==> src/rtl/softbody_fx_if.sv <==
// Control, configuration and frame-output bundle for the soft-body display engine.
interface softbody_fx_if #(
  parameter int unsigned N_PERIPH = 3,
  parameter int unsigned GRID     = 16,
  parameter int unsigned W        = 16
);
  logic                      step;
  logic                      btn_left;
  logic                      btn_right;
  logic                      btn_up;
  logic                      btn_down;
  logic [N_PERIPH*2*W-1:0]   rest_cfg;
  logic [GRID*GRID-1:0]      matrix;
  logic                      frame_valid;
  logic                      busy;
  logic                      overrun;

  modport master (
    output step, btn_left, btn_right, btn_up, btn_down, rest_cfg,
    input  matrix, frame_valid, busy, overrun
  );

  modport slave (
    input  step, btn_left, btn_right, btn_up, btn_down, rest_cfg,
    output matrix, frame_valid, busy, overrun
  );
endinterface

==> src/rtl/softbody_fx.sv <==
// Time-multiplexed fixed-point soft-body engine: one center particle, N spring-tethered
// peripherals, rasterised one row per cycle into a GRID x GRID frame buffer.
module softbody_fx #(
  parameter int unsigned N_PERIPH = 3,
  parameter int unsigned GRID     = 16,
  parameter int unsigned W        = 16,
  parameter int unsigned FRAC     = 8,
  parameter int unsigned K_SH     = 1,
  parameter int unsigned D_SH     = 2,
  parameter int unsigned DT_SH    = 2,
  parameter int unsigned FORCE_Q  = 512
) (
  input logic          clk,
  input logic          reset,
  softbody_fx_if.slave bus
);
  localparam int unsigned WX = W + 2;
  localparam int unsigned IW = (N_PERIPH > 1) ? $clog2(N_PERIPH) : 1;
  localparam int unsigned RW = $clog2(GRID);

  typedef logic signed [W-1:0]  sw_t;
  typedef logic signed [WX-1:0] sx_t;
  typedef enum logic [2:0] {IDLE, CENTER, PERIPH, RENDER, LOAD} state_t;

  localparam sx_t SMAX = sx_t'({1'b0, {(W-1){1'b1}}});
  localparam sx_t SMIN = -SMAX - sx_t'(1);
  localparam sw_t PMAX = sw_t'((GRID << FRAC) - 1);
  localparam sw_t C0   = sw_t'((GRID / 2) << FRAC);
  localparam sw_t FQ   = sw_t'(FORCE_Q);

  state_t state_q, state_d;
  logic [IW-1:0]        idx;
  logic [RW-1:0]        row;
  sw_t                  pcx, pcy, vcx, vcy, fx, fy;
  sw_t                  px [N_PERIPH];
  sw_t                  py [N_PERIPH];
  sw_t                  vx [N_PERIPH];
  sw_t                  vy [N_PERIPH];
  logic [GRID*GRID-1:0] shadow, matrix_q;
  logic                 frame_valid_q, busy_q, overrun_q;

  function automatic sw_t sat(input sx_t x);
    sw_t r;
    r = sw_t'(x);
    if (x > SMAX)      r = sw_t'(SMAX);
    else if (x < SMIN) r = sw_t'(SMIN);
    return r;
  endfunction

  // Inelastic wall: clamp into the grid and reflect half the velocity.
  function automatic void wall(input sw_t p, input sw_t v, output sw_t po, output sw_t vo);
    po = p;
    vo = v;
    if (p < sw_t'(0)) begin
      po = '0;
      vo = sw_t'(-(v >>> 1));
    end else if (p > PMAX) begin
      po = PMAX;
      vo = sw_t'(-(v >>> 1));
    end
  endfunction

  function automatic void center_axis(input sw_t p, input sw_t v, input sw_t f,
                                      output sw_t po, output sw_t vo);
    sw_t v1, v2, p1;
    v1 = sat(sx_t'(v) + sx_t'(f >>> DT_SH));
    v2 = sat(sx_t'(v1) - sx_t'(v1 >>> D_SH));
    p1 = sat(sx_t'(p) + sx_t'(v2 >>> DT_SH));
    wall(p1, v2, po, vo);
  endfunction

  function automatic void periph_axis(input sw_t pc, input sw_t rest, input sw_t p, input sw_t v,
                                      output sw_t po, output sw_t vo);
    sw_t e, a, v1, p1;
    e  = sat(sx_t'(pc) + sx_t'(rest) - sx_t'(p));
    a  = sat(sx_t'(e >>> K_SH) - sx_t'(v >>> D_SH));
    v1 = sat(sx_t'(v) + sx_t'(a >>> DT_SH));
    p1 = sat(sx_t'(p) + sx_t'(v1 >>> DT_SH));
    wall(p1, v1, po, vo);
  endfunction

  always_ff @(posedge clk) begin
    if (reset) state_q <= IDLE;
    else       state_q <= state_d;
  end

  always_comb begin
    state_d = state_q;
    case (state_q)
      IDLE:    if (bus.step) state_d = CENTER;
      CENTER:  state_d = PERIPH;
      PERIPH:  if (idx == IW'(N_PERIPH - 1)) state_d = RENDER;
      RENDER:  if (row == RW'(GRID - 1)) state_d = LOAD;
      LOAD:    state_d = IDLE;
      default: state_d = IDLE;
    endcase
  end

  // Particle updates for the current cycle; peripherals read rest_cfg live.
  sw_t ncx, ncy, nvcx, nvcy, rest_dx, rest_dy, npx, npy, nvx, nvy;
  always_comb begin
    rest_dx = sw_t'(bus.rest_cfg[int'(idx)*2*W +: W]);
    rest_dy = sw_t'(bus.rest_cfg[int'(idx)*2*W + W +: W]);
    center_axis(pcx, vcx, fx, ncx, nvcx);
    center_axis(pcy, vcy, fy, ncy, nvcy);
    periph_axis(pcx, rest_dx, px[idx], vx[idx], npx, nvx);
    periph_axis(pcy, rest_dy, py[idx], vy[idx], npy, nvy);
  end

  // Row rasteriser: center plus-shape clipped at the edges, peripherals as single cells.
  logic [GRID-1:0] row_bits;
  int cx, cy, r;
  always_comb begin
    row_bits = '0;
    cx = int'(pcx >>> FRAC);
    cy = int'(pcy >>> FRAC);
    r  = int'(row);
    for (int x = 0; x < int'(GRID); x++) begin
      if ((cy == r && x >= cx - 1 && x <= cx + 1) || ((cy == r - 1 || cy == r + 1) && x == cx))
        row_bits[RW'(x)] = 1'b1;
      for (int i = 0; i < int'(N_PERIPH); i++)
        if (int'(px[IW'(i)] >>> FRAC) == x && int'(py[IW'(i)] >>> FRAC) == r)
          row_bits[RW'(x)] = 1'b1;
    end
  end

  always_ff @(posedge clk) begin
    if (reset) begin
      idx           <= '0;
      row           <= '0;
      pcx           <= C0;
      pcy           <= C0;
      vcx           <= '0;
      vcy           <= '0;
      fx            <= '0;
      fy            <= '0;
      shadow        <= '0;
      matrix_q      <= '0;
      frame_valid_q <= 1'b0;
      busy_q        <= 1'b0;
      overrun_q     <= 1'b0;
      for (int i = 0; i < int'(N_PERIPH); i++) begin
        px[IW'(i)] <= sat(sx_t'(C0) + sx_t'(sw_t'(bus.rest_cfg[i*2*W +: W])));
        py[IW'(i)] <= sat(sx_t'(C0) + sx_t'(sw_t'(bus.rest_cfg[i*2*W + W +: W])));
        vx[IW'(i)] <= '0;
        vy[IW'(i)] <= '0;
      end
    end else begin
      frame_valid_q <= 1'b0;
      busy_q        <= (state_d != IDLE);
      if (bus.step && state_q != IDLE) overrun_q <= 1'b1;
      case (state_q)
        IDLE: if (bus.step) begin
          idx <= '0;
          row <= '0;
          fx  <= '0;
          fy  <= '0;
          if (bus.btn_left)       fx <= -FQ;
          else if (bus.btn_right) fx <= FQ;
          else if (bus.btn_up)    fy <= FQ;
          else if (bus.btn_down)  fy <= -FQ;
        end
        CENTER: begin
          pcx <= ncx;
          pcy <= ncy;
          vcx <= nvcx;
          vcy <= nvcy;
        end
        PERIPH: begin
          px[idx] <= npx;
          py[idx] <= npy;
          vx[idx] <= nvx;
          vy[idx] <= nvy;
          idx     <= IW'(idx + IW'(1));
        end
        RENDER: begin
          shadow[int'(row)*GRID +: GRID] <= row_bits;
          row <= RW'(row + RW'(1));
        end
        LOAD: begin
          matrix_q      <= shadow;
          frame_valid_q <= 1'b1;
        end
        default: ;
      endcase
    end
  end

  assign bus.matrix      = matrix_q;
  assign bus.frame_valid = frame_valid_q;
  assign bus.busy        = busy_q;
  assign bus.overrun     = overrun_q;
endmodule

==> src/flat_wrapper.sv <==
// flat-port wrapper written by rule: the top's interface ports become plain ports
module softbody_fx_flat 
#(
  parameter int unsigned N_PERIPH = 3,
  parameter int unsigned GRID     = 16,
  parameter int unsigned W        = 16,
  parameter int unsigned FRAC     = 8,
  parameter int unsigned K_SH     = 1,
  parameter int unsigned D_SH     = 2,
  parameter int unsigned DT_SH    = 2,
  parameter int unsigned FORCE_Q  = 512
)
  (clk, reset, bus_step, bus_btn_left, bus_btn_right, bus_btn_up, bus_btn_down, bus_rest_cfg, bus_matrix, bus_frame_valid, bus_busy, bus_overrun);
  softbody_fx_if #(.N_PERIPH(N_PERIPH), .GRID(GRID), .W(W)) bus_i ();
  input logic clk;
  input logic reset;
  input wire logic [$bits(bus_i.step)-1:0] bus_step;
  input wire logic [$bits(bus_i.btn_left)-1:0] bus_btn_left;
  input wire logic [$bits(bus_i.btn_right)-1:0] bus_btn_right;
  input wire logic [$bits(bus_i.btn_up)-1:0] bus_btn_up;
  input wire logic [$bits(bus_i.btn_down)-1:0] bus_btn_down;
  input wire logic [$bits(bus_i.rest_cfg)-1:0] bus_rest_cfg;
  output wire logic [$bits(bus_i.matrix)-1:0] bus_matrix;
  output wire logic [$bits(bus_i.frame_valid)-1:0] bus_frame_valid;
  output wire logic [$bits(bus_i.busy)-1:0] bus_busy;
  output wire logic [$bits(bus_i.overrun)-1:0] bus_overrun;
  assign bus_i.step = bus_step;
  assign bus_i.btn_left = bus_btn_left;
  assign bus_i.btn_right = bus_btn_right;
  assign bus_i.btn_up = bus_btn_up;
  assign bus_i.btn_down = bus_btn_down;
  assign bus_i.rest_cfg = bus_rest_cfg;
  assign bus_matrix = bus_i.matrix;
  assign bus_frame_valid = bus_i.frame_valid;
  assign bus_busy = bus_i.busy;
  assign bus_overrun = bus_i.overrun;
  softbody_fx #(.N_PERIPH(N_PERIPH), .GRID(GRID), .W(W), .FRAC(FRAC), .K_SH(K_SH), .D_SH(D_SH), .DT_SH(DT_SH), .FORCE_Q(FORCE_Q)) u_core (.clk(clk), .reset(reset), .bus(bus_i));
endmodule
==> config.mk <==
export PLATFORM = sky130hd
export DESIGN_NAME = softbody_fx_flat
export DESIGN_NICKNAME = d
export VERILOG_FILES = /design/src/rtl/softbody_fx_if.sv /design/src/rtl/softbody_fx.sv /design/src/flat_wrapper.sv
export SDC_FILE = /design/constraint.sdc
export NUM_CORES = 2
export LEC_CHECK = 0
export ABC_AREA = 0
export BUFFER_PORTS_ARGS = -buffer_cell sky130_fd_sc_hd__buf_2
export CAP_MARGIN = 20
export CELL_PAD_IN_SITES_DETAIL_PLACEMENT = 1
export CELL_PAD_IN_SITES_GLOBAL_PLACEMENT = 2
export CORE_ASPECT_RATIO = 0.75
export CORE_UTILIZATION = 30
export CTS_CLUSTER_DIAMETER = 30
export DETAILED_ROUTE_END_ITERATION = 10
export GPL_ROUTABILITY_DRIVEN = 0
export PLACE_DENSITY = 0.7
export SYNTH_ARGS = -nofsm -noshare
export SYNTH_HDL_FRONTEND = slang
export SYNTH_SLANG_ARGS = --single-unit
==> constraint.sdc <==
create_clock -name clk -period 14.6 [get_ports clk]
set_input_delay 0.73 -clock clk [delete_from_list [all_inputs] [get_ports clk]]
set_output_delay 0.73 -clock clk [all_outputs]
set_load 0.005 [all_outputs]
Word level (Yosys, flattened, before mapping):

Memories as Yosys holds them, arrays and structs flattened. A register that Yosys moved wholly into a read port is not among the register bits.
Cells that the tools add are included.

* flip-flop bits (word level): 620
* bits in latches: 0
* output and inout bits: 259
* logic and storage cells: 370
* memories: 4
* bits in read-only memories: 0
* bits of input ports: 103
* bits in writable memories: 192

Memories
* u_core.px: depth 3, bits a word 16, read ports 4, clocked after memory_dff 1, wr ports 3, RTL line softbody_fx.sv:35 `sw_t px [N_PERIPH];`
* u_core.py: depth 3, bits a word 16, read ports 4, clocked after memory_dff 1, wr ports 3, RTL line softbody_fx.sv:36 `sw_t py [N_PERIPH];`
* u_core.vx: depth 3, bits a word 16, read ports 1, clocked after memory_dff 1, wr ports 3, RTL line softbody_fx.sv:37 `sw_t vx [N_PERIPH];`
* u_core.vy: depth 3, bits a word 16, read ports 1, clocked after memory_dff 1, wr ports 3, RTL line softbody_fx.sv:38 `sw_t vy [N_PERIPH];`

* $mul: 0
* mux-type cells: 135
* shift operators: 4
* bitwise gates (word level): 0
* divide/modulo/power cells: 0
* add/sub/neg operators: 34
* magnitude comparators: 64
* equality and inequality tests: 41
* reductions and logical operators: 74

Operators with widths (count)
* $mux W16: 71
* $gt A18 B16 Y1 const B: 20
* $lt A18 B16 Y1 const B: 20
* $bwmux W256: 1
* $shift A16 B34 Y256 const A: 1
* $shiftx A16 B34 Y256: 1
* $add A16 B14 Y17: 8
* $ge A4 B32 Y1 const A: 4
* $le A4 B32 Y1 const A: 4
* $logic_not A32 Y1: 4
* $add A13 B16 Y17 const A: 6
* $eq A8 B4 Y1 const B: 12
* $shiftx A96 B8 Y16: 1
* $shiftx A96 B9 Y16: 1
* $ge A3 B32 Y1 const A: 2
* $gt A16 B13 Y1 const B: 4
* $le A3 B32 Y1 const A: 2
* $lt A16 B1 Y1 const B: 4
* $neg A15 Y16: 4
* $reduce_or A16 Y1: 4
* $logic_and A1 B1 Y1: 49
* $eq A8 B3 Y1 const B: 6
* $mux W1: 42
* $eq A8 B5 Y1: 5
* other kinds (39): 76

Logic depth before layout (Yosys ltp):

* word-level depth: 23
* gate-level depth with buffers: 54
* depth with buffers taken out: 49

Worst setup path after synthesis:

OpenSTA, ideal clock, no wires.

* path kind: reg2reg
* start point: register with a tool-made name
* end point: memory u_core.vx[2][6] (netlist name) (data pin)
* arrival time: 11789 ps
* path slack: 2545 ps
* required time: 14334 ps
* path buffers: 7
* stages on the path, launching flop included: 50
* clock period less this slack: 12055 ps
* setup time: 266 ps
* path through: dfxtp_1 -> clkbuf_1 -> buf_1 -> mux4_2 -> fa_1 -> inv_1 -> fa_1 -> a21oi_1 -> o21bai_1 -> a2111oi_0 -> o21ai_0 -> a311oi_1 -> nor2b_1 -> o21a_1 -> a211oi_1 -> buf_2 -> a21o_1 -> ha_1 -> [... 14 more ...] -> a21oi_1 -> o21ai_1 -> xor2_1 -> buf_2 -> buf_2 -> maj3_1 -> ha_1 -> o21ai_0 -> a221oi_1 -> nand2_1 -> a32oi_1 -> xnor2_1 -> o211ai_1 -> nor2_1 -> clkbuf_1 -> a21oi_1 -> a32oi_1 -> nor2_1

RTL lines (RTL line)
* end, declared: softbody_fx.sv:37

==> impl_metrics.env <==
export IMPL_critPathRequiredTime_ns=15.09
export IMPL_fillers=15565
export IMPL_worstSetupPathType="register to register"
export IMPL_finalCritPeriodShare=0.9179
export IMPL_syn2layout_area_growth_pct=19.33
export IMPL_skew_ns=0.04880
export IMPL_finalInstanceArea_mm2=0.04814
export IMPL_synthSimpleGateAreaFrac=0.1753
export IMPL_post_dp_hpwl_um=117900
export IMPL_fp_coreArea_mm2=0.1334
export IMPL_slew_violations=0
export IMPL_yosysMostFrequentCell="nand2_1"
export IMPL_synth_area_leader_cell="edfxtp_1"
export IMPL_worstMarginPinSlew_ns=1.068
export IMPL_port_buffers=233
export IMPL_synth_main_ff_cell="dfxtp_1"
export IMPL_yosys_area_top_type_share=0.1846
export IMPL_num_vias=36544
export IMPL_post_route_util=0.3609
export IMPL_cap_violations=0
export IMPL_synth_cell_type_count=101
export IMPL_cp_max_fo=17
export IMPL_vias_per_cell=5.329
export IMPL_ios=362
export IMPL_cts_hold_buf=0
export IMPL_slowest_stage="a221oi_1"
export IMPL_grt_max_degree=103
export IMPL_hold_path_class="primary input to register"
export IMPL_grt_pass1_vias=36641
export IMPL_grtUsageMet2=0.3368
export IMPL_antenna_found_initial=12
export IMPL_synth_seq_cells=590
export IMPL_busiest_layer="met2"
export IMPL_cp_start_kind="register"
export IMPL_yosys_area_share_xor_xnor=0.04299
export IMPL_htree_levels=4
export IMPL_wl_per_cell_um=22.87
export IMPL_async_reset_ff_frac=0
export IMPL_grt_setup_unrepaired="no"
export IMPL_synth_common_cells="710 x nand2_1, 554 x a21oi_1, 354 x nor2_1, 342 x dfxtp_1, 275 x inv_1"
export IMPL_seq_area_frac_synth=0.3543
export IMPL_yosysWarnings=0
export IMPL_finalSetupViolCount=0
export IMPL_synthAdderAreaFrac=0.1056
export IMPL_setup_tns_ns=0
export IMPL_use_met3=0.04037
export IMPL_syn_area_per_cell_um2=8.493
export IMPL_synth_top_family_by_area="compound AO/OA/AOI/OAI gates"
export IMPL_hold_viol_final=0
export IMPL_max_freq_mhz=74.62
export IMPL_drtIter0Drc=2937
export IMPL_worstPathArrival_ns=13.89
export IMPL_synth_edf_count=248
export IMPL_grt_use_total=0.2267
export IMPL_met1_usage=0.3343
export IMPL_gr_total_overflow=0
export IMPL_syn_area_mm2=0.04034
export IMPL_synth_area_leaders="edfxtp_1 18%, dfxtp_1 17%, ha_1 7.7%"
export IMPL_cts_buffers=141
export IMPL_placed_area_mm2=0.04302
export IMPL_die_w_um=425.4
export IMPL_drc_errors=0
export IMPL_clockRootBuffer="clkbuf_16"
export IMPL_ant_nets=0
export IMPL_status="finished clean"
export IMPL_clk_latency_ns=0.78
export IMPL_netlist_instances=4750
export IMPL_fin_nets=5362
export IMPL_start_util=0.3025
export IMPL_clk_pin_slew_ns=0.05
export IMPL_rows=116
export IMPL_dieHeight_um=319.6
export IMPL_worstSetupEndpointType="register"
export IMPL_totalWireLength_um=156900
export IMPL_cts_tree="built"
export IMPL_min_from="bus_btn_left"
export IMPL_synth_compound_area_frac=0.2017
export IMPL_grt_pass1_wl_um=235000
export IMPL_firstDrtPassIters=5
export IMPL_finalWorstSetupSlack_ns=1.199
export IMPL_pre_cts_slack_ns=1.334
export IMPL_fp_dieArea_mm2=0.1360
export IMPL_crit_top_cell="o21ai_0"
export IMPL_slew_headroom=0.2847
export IMPL_cpPeakStageDelay_ns=0.69
export IMPL_synth_mux_area_frac=0.04761
export IMPL_drive_gt1_frac=0.1325
export IMPL_clockBufferDepth=3
export IMPL_numClockSinks=590
export IMPL_period_minus_slack_ns=13.40
[repair_timing]
item / in CTS / in global routing
resized for setup: 0 / 1
buffers inserted: 0 / 0
setup endpoints to repair: 0 / 4
[path summary, 6_finish.rpt]
check / cells after the start / end / slack (ns)
worst min-delay path: 3 / u_core.fx[14] / 0.25
worst max-delay path: 47 / u_core.vy[0][8] / 1.20
worst min register to register: 2 / u_core.shadow[161] / 0.45
worst max register to register: 47 / u_core.vy[0][8] / 1.20
[layout by cell type (no fill, tap or decap), types with 27 or more instances in the layout]
| cell type | count |
|---|---|
| o21ai_0 | 239 |
| edfxtp_1 | 248 |
| clkbuf_16 | 143 |
| nand4_1 | 31 |
| mux2i_1 | 49 |
| o21a_1 | 66 |
| a21oi_1 | 554 |
| nand2b_1 | 31 |
| a21o_1 | 95 |
| nor2b_1 | 47 |
| dfxtp_1 | 339 |
| a211oi_1 | 27 |
| fa_1 | 42 |
| nand2_1 | 704 |
| conb_1 | 134 |
| o211ai_1 | 53 |
| xnor2_1 | 129 |
| nand3_1 | 99 |
| nor2_1 | 353 |
| xor2_1 | 69 |
| and2_1 | 53 |
| and3_1 | 38 |
| o22ai_1 | 46 |
| ha_1 | 247 |
| maj3_1 | 33 |
| inv_1 | 274 |
| mux4_2 | 62 |
| buf_2 | 232 |
| buf_4 | 70 |
| nor3_1 | 69 |
[worst max-delay path: cells and delay by family (launching register included)]
kind            cells  cell delay (ns)
simple gates        8             1.79
fa+ha+maj           7             2.57
buf+inv             3             0.48
flops               1             0.64
mux                 1             0.66
xor+xnor            2             0.35
compound gates     26             6.58
[kinds of logic (layout without fill, tap and decap cells)]
family                     count (synthesis)  after routing
AOI/OAI and AO/OA                       1325           1325
xor gates and xnor gates                 198            198
adders and majority gates                322            322
buffers and inverters                    637            839
DFF                                      590            590
muxes                                    114            114
other                                      1            137
and+or+nand+nor                         1563           1563
[routing by layer]
metal	wire, um	vias up
met5	55	-
met4	2703	8
met3	9796	186
met2	67720	940
met1	76580	18292
li1	-	17118
[cell type report]
type                            count  area (um2)  area share
Sequential cell                   590       14300      0.2971
Inverter                          277        1041     0.02162
Timing Repair Buffer              304        1713     0.03558
Antenna cell                        3       7.507   0.0001559
Tap cell                         1770        2215     0.04600
Multi-Input combinational cell   3656       23740      0.4932
Clock inverter                     82        1306     0.02713
Clock buffer                      176        3812     0.07919
[per-stage QoR]
step	hold slack [ns]	instances
global placement	0.4394	6596
global route	0.2408	6858
detailed placement	0.4451	6597
finish	0.2538	6858
floorplan	0.4300	4883
CTS	0.2113	6855
[registers in the layout, indices dropped and copies added, names as in the netlist, 3 cells and up, named ones only]
| register | flops |
|---|---|
| u_core.bus.matrix | 128 |
| u_core.pcx | 15 |
| u_core.pcy | 15 |
| u_core.px | 63 |
| u_core.py | 63 |
| u_core.row | 4 |
| u_core.shadow | 128 |
| u_core.state_q | 3 |
| u_core.vcx | 16 |
| u_core.vcy | 16 |
| u_core.vx | 64 |
| u_core.vy | 64 |
Power is not shown: default switching activity piles up to over one toggle a cycle in this logic, so the estimate is an artifact.
